`src/rtl/fma16_unpack.sv`:
```
// fp16 FMA operand stage: unpacks X/Y/Z into sign/exponent/mantissa plus class bits, one registered stage with valid/ready.
// Optional macro FMA16_UNPACK_SUBNORM_NORM_EN normalises subnormal mantissas (exp = 1 - lzc) instead of passing them raw.
module fma16_unpack #(
    parameter int TAG_W = 4
) (
    input  logic             clk,
    input  logic             rst_n,
    input  logic             in_valid,
    output logic             in_ready,
    input  logic [15:0]      x_i,
    input  logic [15:0]      y_i,
    input  logic [15:0]      z_i,
    input  logic [TAG_W-1:0] tag_i,
    output logic             out_valid,
    input  logic             out_ready,
    output logic [2:0]       sgn_o,
    output logic [20:0]      exp_o,
    output logic [32:0]      mant_o,
    output logic [2:0]       nan_o,
    output logic [2:0]       snan_o,
    output logic [2:0]       inf_o,
    output logic [2:0]       zero_o,
    output logic [2:0]       sub_o,
    output logic [TAG_W-1:0] tag_o
);

    typedef struct packed {
        logic        sgn;
        logic [6:0]  exp;
        logic [10:0] mant;
        logic        nan;
        logic        snan;
        logic        inf;
        logic        zero;
        logic        sub;
    } unpk_t;

    function automatic unpk_t unpack(input logic [15:0] op);
        unpk_t      r;
        logic [4:0] e;
        logic [9:0] f;
`ifdef FMA16_UNPACK_SUBNORM_NORM_EN
        logic [3:0] lzc;
`endif
        // NOTE: every field gets a default first so no path leaves a value undriven (no latch).
        r     = '0;
        e     = op[14:10];
        f     = op[9:0];
        r.sgn = op[15];
        if (e == 5'd31) begin
            r.exp = 7'd31;
            if (f != 10'd0) begin
                r.nan  = 1'b1;
                r.snan = ~f[9];
                r.mant = {1'b1, f};
            end else begin
                r.inf  = 1'b1;
                r.mant = 11'h400;
            end
        end else if (e == 5'd0) begin
            if (f == 10'd0) begin
                r.zero = 1'b1;
            end else begin
                r.sub = 1'b1;
`ifdef FMA16_UNPACK_SUBNORM_NORM_EN
                // Highest set bit wins, giving leading zeros of {1'b0,f} in 1..10.
                lzc = 4'd10;
                for (int i = 0; i < 10; i++) begin
                    if (f[i]) lzc = 4'(10 - i);
                end
                r.mant = {1'b0, f} << lzc;
                r.exp  = 7'd1 - {3'b000, lzc};
`else
                r.exp  = 7'd1;
                r.mant = {1'b0, f};
`endif
            end
        end else begin
            r.exp  = {2'b00, e};
            r.mant = {1'b1, f};
        end
        return r;
    endfunction

    unpk_t            x_q, y_q, z_q;
    unpk_t            x_d, y_d, z_d;
    logic [TAG_W-1:0] tag_q;
    logic             valid_q, valid_d;
    logic             accept;

    assign in_ready = !valid_q | out_ready;
    assign accept   = in_valid & in_ready;

    always_comb begin
        x_d     = unpack(x_i);
        y_d     = unpack(y_i);
        z_d     = unpack(z_i);
        valid_d = valid_q;
        if (accept) begin
            valid_d = 1'b1;
        end else if (out_ready) begin
            valid_d = 1'b0;
        end
    end

    // NOTE: data registers are reset too, because every output must read 0 while rst_n is low.
    always_ff @(posedge clk or negedge rst_n) begin
        if (!rst_n) begin
            valid_q <= 1'b0;
            x_q     <= '0;
            y_q     <= '0;
            z_q     <= '0;
            tag_q   <= '0;
        end else begin
            // NOTE: sequential state uses non-blocking assignments so all registers update together.
            valid_q <= valid_d;
            if (accept) begin
                x_q   <= x_d;
                y_q   <= y_d;
                z_q   <= z_d;
                tag_q <= tag_i;
            end
        end
    end

    assign out_valid = valid_q;
    assign sgn_o     = {x_q.sgn,  y_q.sgn,  z_q.sgn};
    assign exp_o     = {x_q.exp,  y_q.exp,  z_q.exp};
    assign mant_o    = {x_q.mant, y_q.mant, z_q.mant};
    assign nan_o     = {x_q.nan,  y_q.nan,  z_q.nan};
    assign snan_o    = {x_q.snan, y_q.snan, z_q.snan};
    assign inf_o     = {x_q.inf,  y_q.inf,  z_q.inf};
    assign zero_o    = {x_q.zero, y_q.zero, z_q.zero};
    assign sub_o     = {x_q.sub,  y_q.sub,  z_q.sub};
    assign tag_o     = tag_q;

endmodule

```
`config.mk`:
```
export PLATFORM = sky130hd
export DESIGN_NAME = fma16_unpack
export DESIGN_NICKNAME = d
export VERILOG_FILES = /design/src/rtl/fma16_unpack.sv
export SDC_FILE = /design/constraint.sdc
export NUM_CORES = 1
export LEC_CHECK = 0
export ABC_AREA = 1
export CAP_MARGIN = 5
export CORE_ASPECT_RATIO = 0.6
export CORE_MARGIN = 2
export CORE_UTILIZATION = 39
export CTS_CLUSTER_DIAMETER = 40
export DETAILED_ROUTE_END_ITERATION = 8
export PLACE_DENSITY = 0.77
export SLEW_MARGIN = 0
export SYNTH_ARGS = -nofsm -noshare
export SYNTH_HDL_FRONTEND = slang
export SYNTH_SLANG_ARGS = --single-unit
```
`constraint.sdc`:
```
create_clock -name clk -period 1 [get_ports clk]
set_input_delay 0.2 -clock clk [delete_from_list [all_inputs] [get_ports clk]]
set_output_delay 0.2 -clock clk [all_outputs]
set_load 0.01 [all_outputs]
```
==> impl_metrics.yaml, run 1 <==
route:
  drtPass1Iterations: 4
  ant_nets: 0
  drc: 0
  viasPerCell: 4.46
  post_drt_wl_per_cell_um: 13.5
  wl_um: 9270
  vias: 3058
  drtIter0Drc: 143
run_status:
  outcome: "complete, but fails checks"
  violations: "negative setup slack"
finish:
  stdcell_count: 685
  synthToLayoutAreaGrowth_pct: 66.2
  layout-drive-gt1-share: 0.395
  postLayoutCellArea_mm2: 0.00531
  nFillCells: 683
  fin_nets: 631
  antenna_cells: 0
clock_network:
  clkSinkCount: 71
  clk_pin_slew_worst_paths_ns: 0.05
  htreeDepth: 3
  cts-buffers-inserted: 9
  clock_latency_ns: 0.33
  cts_tree: "yes"
  cts_root_buf: "clkbuf_16"
  cts.path.max_buffers: 2
synth:
  synthCells: 364
  ys_seq_area_frac: 0.556
  synth_area_leaders: "dfrtp_1 56%, nand2_1 19%, o21ai_2 8.0%, buf_6 3.5%, nor2_1 3.4%"
  syn-cell-area_mm2: 0.00319
  synth_edf_count: 0
  syn_avg_cell_area_um2: 8.78
  yosys_warnings: 0
  ys_ff_latch: 71
  ys_top_cells_by_count: "161 x nand2_1, 71 x dfrtp_1, 29 x nor2_1, 29 x o21ai_2, 27 x inv_1"
  synth-async-reset-ratio: 1.00
  ys.flop_type: "dfrtp_1"
  synth_top_area_frac: 0.556
  yosysMostFrequentCell: "nand2_1"
  ys_types: 17
  yosys.area.top_type: "dfrtp_1"
global_route:
  grt_pass1_vias: 2875
  grt_pass1_wl_um: 13900
  grt_use_total: 0.204
  grt_overflow_total: 0
  grt_max_degree: 41
  grt_antenna_before_repair: 0
critical_path:
  cp.required_ns: 1.22
  crit_fanout: 10
  cp-start-kind: "flip-flop"
  end_kind: "flip-flop"
  crit_arrival_ns: 1.40
  path_class: "reg -> reg"
sta:
  finalSetupViolCount: 142
  fin_hold_ws_ns: 0.215
  finalCriticalPeriod_ns: 1.18
  tns_ns: -10.63
  fmax_ghz: 0.846
  grt_setup_unrepaired: "yes"
  fin_ws_ns: -0.183
  finalHoldViolations: 0
  min_period_over_period: 1.18
  skew_ns: 0.00471
  finalMaxSlewViolations: 0
pwr:
  switching_power_mw: 2.22
  p_sw_frac: 0.270
  power.share.clock: 0.337
  power.internal_mw: 6.00
  power_frac_seq: 0.410
  leakagePower_nw: 2.82
  power_frac_comb: 0.253
  p_per_area_mw_per_mm2: 1550
  ir_worst_vdd_v: 0.00106
placement:
  portBuffers: 127
  place.gp.congestion: 0.785
  place_area_mm2: 0.00482
  place_ws_ns: -0.538
  dp_hpwl_um: 6350
  dp_cells: 628
floorplan:
  initial_core_util: 0.404
  io_pins: 134
  dieHeight_um: 74.1
  die_w_um: 121
  fp.coreArea_mm2: 0.00791
  die-area_mm2: 0.00895
  row_count: 25
job:
  maxCapViolations: 0
worst_hold_path:
  min_path_type: "in -> reg"
==> path summary, 6_finish.rpt <==
check | startpoint | to | slack (ns) | cells past startpoint
setup reg to reg | out_valid$_DFFE_PN0P_ | mant_o[30]$_DFFE_PN0P_ | -0.18 | 6
hold reg to reg | mant_o[1]$_DFFE_PN0P_ | mant_o[1]$_DFFE_PN0P_ | 0.47 | 2
setup / recovery | out_valid$_DFFE_PN0P_ | mant_o[30]$_DFFE_PN0P_ | -0.18 | 6
hold / removal | y_i[12] | exp_o[9]$_DFFE_PN0P_ | 0.21 | 3
max in group asynchronous | rst_n | exp_o[10]$_DFFE_PN0P_ | 0.37 | 3
min in group asynchronous | rst_n | mant_o[3]$_DFFE_PN0P_ | 0.42 | 3
==> flip-flops by register name, indices dropped and copies added (netlist names) <==
signal,flops
mant_o,33
exp_o,15
tag_o,4
inf_o,3
nan_o,3
sgn_o,3
snan_o,3
sub_o,3
zero_o,3
out_valid,1
==> cell families after synthesis <==
family / count (synthesis) / synth area share
AND/OR/NAND/NOR: 213 / 0.266
flip-flops: 71 / 0.556
buffers and inverters: 49 / 0.0960
AO/OA/AOI/OAI: 30 / 0.0811
other: 1 / 0.00117
==> per-layer routing <==
metal  part of all wire  vias up  GRT usage
li1                   -     1529          -
met1               0.46     1408      0.276
met2               0.44      111      0.306
met3              0.086       10     0.0736
met4              0.014        0     0.0711
met5                  0        -          0
==> layout make-up <==
type                            instances  area (µm²)  share of cell area
Clock inverter                          2        10.0             0.00189
Timing Repair Buffer                  215        1830               0.344
Tap cell                              108         135              0.0255
Sequential cell                        71        1780               0.335
Inverter                               29         111              0.0210
Clock buffer                           11         243              0.0457
Multi-Input combinational cell        249        1200               0.227
==> cell usage in the layout (no fill, tap or decap) <==
master and count:
inv_2 1, nor2_4 1, nand2_4 1, buf_12 5
dlymetal6s2s_1 1, buf_8 4, clkbuf_16 11, clkbuf_8 1
conb_1 6, nand3_1 13, nand2_2 11, inv_1 27
nand2_8 1, o21ai_1 1, clkinv_2 2, nor3_1 1
nand4_1 6, nand3_2 1, clkdlybuf4s50_1 53, nor2_1 18
nor2_2 10, o21ai_2 29, nand2_1 150, dlygate4sd3_1 1
clkbuf_1 1, buf_4 75, buf_2 53, inv_4 1
buf_6 21, dfrtp_1 71
==> stage by stage <==
step | power (mW) | util
6_report | 8.22 | 0.671
5_1_grt | 8.65 | 0.671
4_1_cts | 8.01 | 0.624
3_5_place_dp | 5.32 | 0.610
3_3_place_gp | 5.28 | 0.610
2_1_floorplan | 4.16 | -
==> critical path: stages (launching register included) <==
cell and delay, ns:
dfrtp_1 0.40, nand2_4 0.12, nand2_8 0.09, buf_4 0.17, clkbuf_16 0.17, nand2_1 0.07, o21ai_2 0.05
==> power groups by stage <==
stage               sequential (mW)  clock (mW)  combinational (mW)
floorplan                      3.54           0               0.623
global placement               3.39           0                1.89
detailed placement             3.40           0                1.91
CTS                            3.36        2.86                1.79
global route                   3.40        2.98                2.27
finish                         3.37        2.77                2.08
==> repair_timing <==
item                                    CTS  global route
hold endpoints to repair                 71             0
gates cloned                              0             3
pin swaps                                 0             4
endpoints found under the setup margin  141           142
gates resized for setup                 312            29
buffers inserted                         13            27
hold buffers                              1             0
Power figures use the tool's default switching activity.
==> inputs of run 2 (changes only) <==
--- a/config.mk
+++ b/config.mk
@@ -13,6 +13,7 @@
 export CTS_CLUSTER_DIAMETER = 40
 export DETAILED_ROUTE_END_ITERATION = 8
 export PLACE_DENSITY = 0.77
+export RECOVER_POWER = 100
 export SLEW_MARGIN = 0
 export SYNTH_ARGS = -nofsm -noshare
 export SYNTH_HDL_FRONTEND = slang
==> run 2 against run 1 <==
Net effect: the run still ends with negative setup slack left; largest power group unchanged; count of clock-buffer cells in the layout unchanged; critical endpoint is now mant_o[8]$_DFFE_PN0P_; via count up 0.39%; sequential power barely moved; highest routed layer unchanged; non-clock buffer count unchanged.
==> impl_metrics.yaml, run 2 (synthesis gave the netlist of run 1 again) <==
finish:
  synthToLayoutAreaGrowth_pct: 65.3
  largest_reg_flops: 33
  multiInputGateArea_mm2: 0.00120
  fin_util: 0.667
  area.sequential_mm2: 0.00178
  fin_nets: 631
  nFillCells: 686
  layout_common_cells: "150 x nand2_1, 75 x buf_4, 71 x dfrtp_1"
  mostFrequentLayoutCell: "nand2_1"
  antenna_cells: 0
  layout-drive-gt1-share: 0.393
global_route:
  grt_overflow_total: 0
  grt_max_degree: 41
  grt_pass1_vias: 2875
  grt_pass1_wl_um: 13900
  grt_antenna_before_repair: 0
  grt_use_total: 0.204
floorplan:
  initial_core_util: 0.404
  dieHeight_um: 74.1
  die-area_mm2: 0.00895
  die_w_um: 121
  io_pins: 134
  fp.coreArea_mm2: 0.00791
  row_count: 25
route:
  drtPass1Iterations: 4
  viasPerCell: 4.48
  drc: 0
  drtIter0Drc: 125
  post_drt_wl_per_cell_um: 13.5
  wl_um: 9270
  ant_nets: 0
  vias: 3070
clock_network:
  htreeDepth: 3
  cts.path.max_buffers: 2
  cts_root_buf: "clkbuf_16"
  clkSinkCount: 71
  cts_tree: "yes"
  cts-buffers-inserted: 9
  clk_pin_slew_worst_paths_ns: 0.05
  clock_latency_ns: 0.33
critical_path:
  cp-start-kind: "flip-flop"
  crit_arrival_ns: 1.44
  end_kind: "flip-flop"
  crit_fanout: 8
  path_class: "reg -> reg"
  cp.required_ns: 1.26
sta:
  min_period_over_period: 1.18
  fmax_ghz: 0.847
  finalCriticalPeriod_ns: 1.18
  fin_hold_ws_ns: 0.214
  finalMaxSlewViolations: 0
  finalSetupViolCount: 142
  skew_ns: 0.00518
  grt_setup_unrepaired: "yes"
  finalHoldViolations: 0
  tns_ns: -10.59
  fin_ws_ns: -0.180
placement:
  place.gp.congestion: 0.785
  dp_hpwl_um: 6350
  portBuffers: 127
pwr:
  p_per_area_mw_per_mm2: 1550
  ir_worst_vdd_v: 0.00106
  leakagePower_nw: 2.81
job:
  maxCapViolations: 0
run_status:
  outcome: "complete, but fails checks"
  violations: "negative setup slack"
worst_hold_path:
  min_path_type: "in -> reg"
[run 2: changes by cell type in the layout (fill, tap and decap cells not counted)]
cell | previous run | this run
clkbuf_4 | 0 | 1
buf_12 | 5 | 3
clkbuf_1 | 1 | 2
[run 2: cell type report]
| class | count | area share |
|---|---|---|
| clock buffer | 11 | 0.0460 |
| clock inverter | 2 | 0.00190 |
| inverter | 29 | 0.0211 |
| multi-input combinational | 249 | 0.228 |
| sequential | 71 | 0.337 |
| tap | 108 | 0.0256 |
| timing repair buffer | 215 | 0.341 |
[run 2: worst paths after layout]
| path | start | slack, ns | endpoint | cells after the start |
|---|---|---|---|---|
| max in group asynchronous | rst_n | 0.11 | snan_o[1]$_DFFE_PN0P_ | 3 |
| worst min-delay path | y_i[12] | 0.21 | exp_o[9]$_DFFE_PN0P_ | 3 |
| worst max-delay path | out_valid$_DFFE_PN0P_ | -0.18 | mant_o[8]$_DFFE_PN0P_ | 6 |
| worst min register to register | mant_o[1]$_DFFE_PN0P_ | 0.47 | mant_o[1]$_DFFE_PN0P_ | 2 |
| min in group asynchronous | rst_n | 0.54 | exp_o[8]$_DFFE_PN0P_ | 3 |
| worst max register to register | out_valid$_DFFE_PN0P_ | -0.18 | mant_o[8]$_DFFE_PN0P_ | 6 |
[run 2: worst max-delay path: stages (launching register included)]
cell and delay, ns:
dfrtp_1 0.40, nand2_4 0.12, nand2_8 0.09, buf_12 0.15, buf_8 0.13, buf_6 0.11, o21ai_2 0.11
[run 2: where the power goes]
group          leakage (nW)  internal (mW)  total (mW)  switching [mW]
clock                 0.127           1.69        2.77            1.08
sequential            0.885           3.19        3.37           0.186
combinational          1.80           1.11        2.06           0.950
[run 2: repair_timing]
| item | 4_1_cts | 5_1_grt |
|---|---|---|
| hold buffers | 1 | 0 |
| pin swaps | 0 | 4 |
| resized for setup | 312 | 29 |
| buffers inserted | 13 | 27 |
| setup endpoints to repair | 141 | 142 |
| endpoints found under the hold margin | 71 | 0 |
| gates cloned | 0 | 3 |
[run 2: layer usage]
metal | track usage | up-vias | share of wire
met2 | 0.306 | 110 | 0.44
met3 | 0.0736 | 10 | 0.085
li1 | - | 1530 | -
met4 | 0.0711 | 0 | 0.014
met1 | 0.276 | 1420 | 0.46
met5 | 0 | - | 0
[run 2: metrics by stage]
step / area [µm²] / total power, mW / std cells / worst slack (ns)
4_1_cts: 4940 / 8.01 / 655 / -0.149
6_report: 5280 / 8.21 / 685 / -0.180
2_1_floorplan: 3230 / 4.16 / 369 / -0.0927
5_1_grt: 5280 / 8.63 / 685 / -0.231
3_3_place_gp: 4820 / 5.28 / 628 / -0.521
3_5_place_dp: 4820 / 5.32 / 628 / -0.538
==> inputs of run 3 (changes only) <==
--- a/config.mk
+++ b/config.mk
@@ -14,7 +14,7 @@
 export DETAILED_ROUTE_END_ITERATION = 8
 export PLACE_DENSITY = 0.77
 export RECOVER_POWER = 100
-export SLEW_MARGIN = 0
+export SLEW_MARGIN = 25
 export SYNTH_ARGS = -nofsm -noshare
 export SYNTH_HDL_FRONTEND = slang
 export SYNTH_SLANG_ARGS = --single-unit
==> results of run 3 <==
No change in the layout: final DEF, timing and power equal those of run 2.
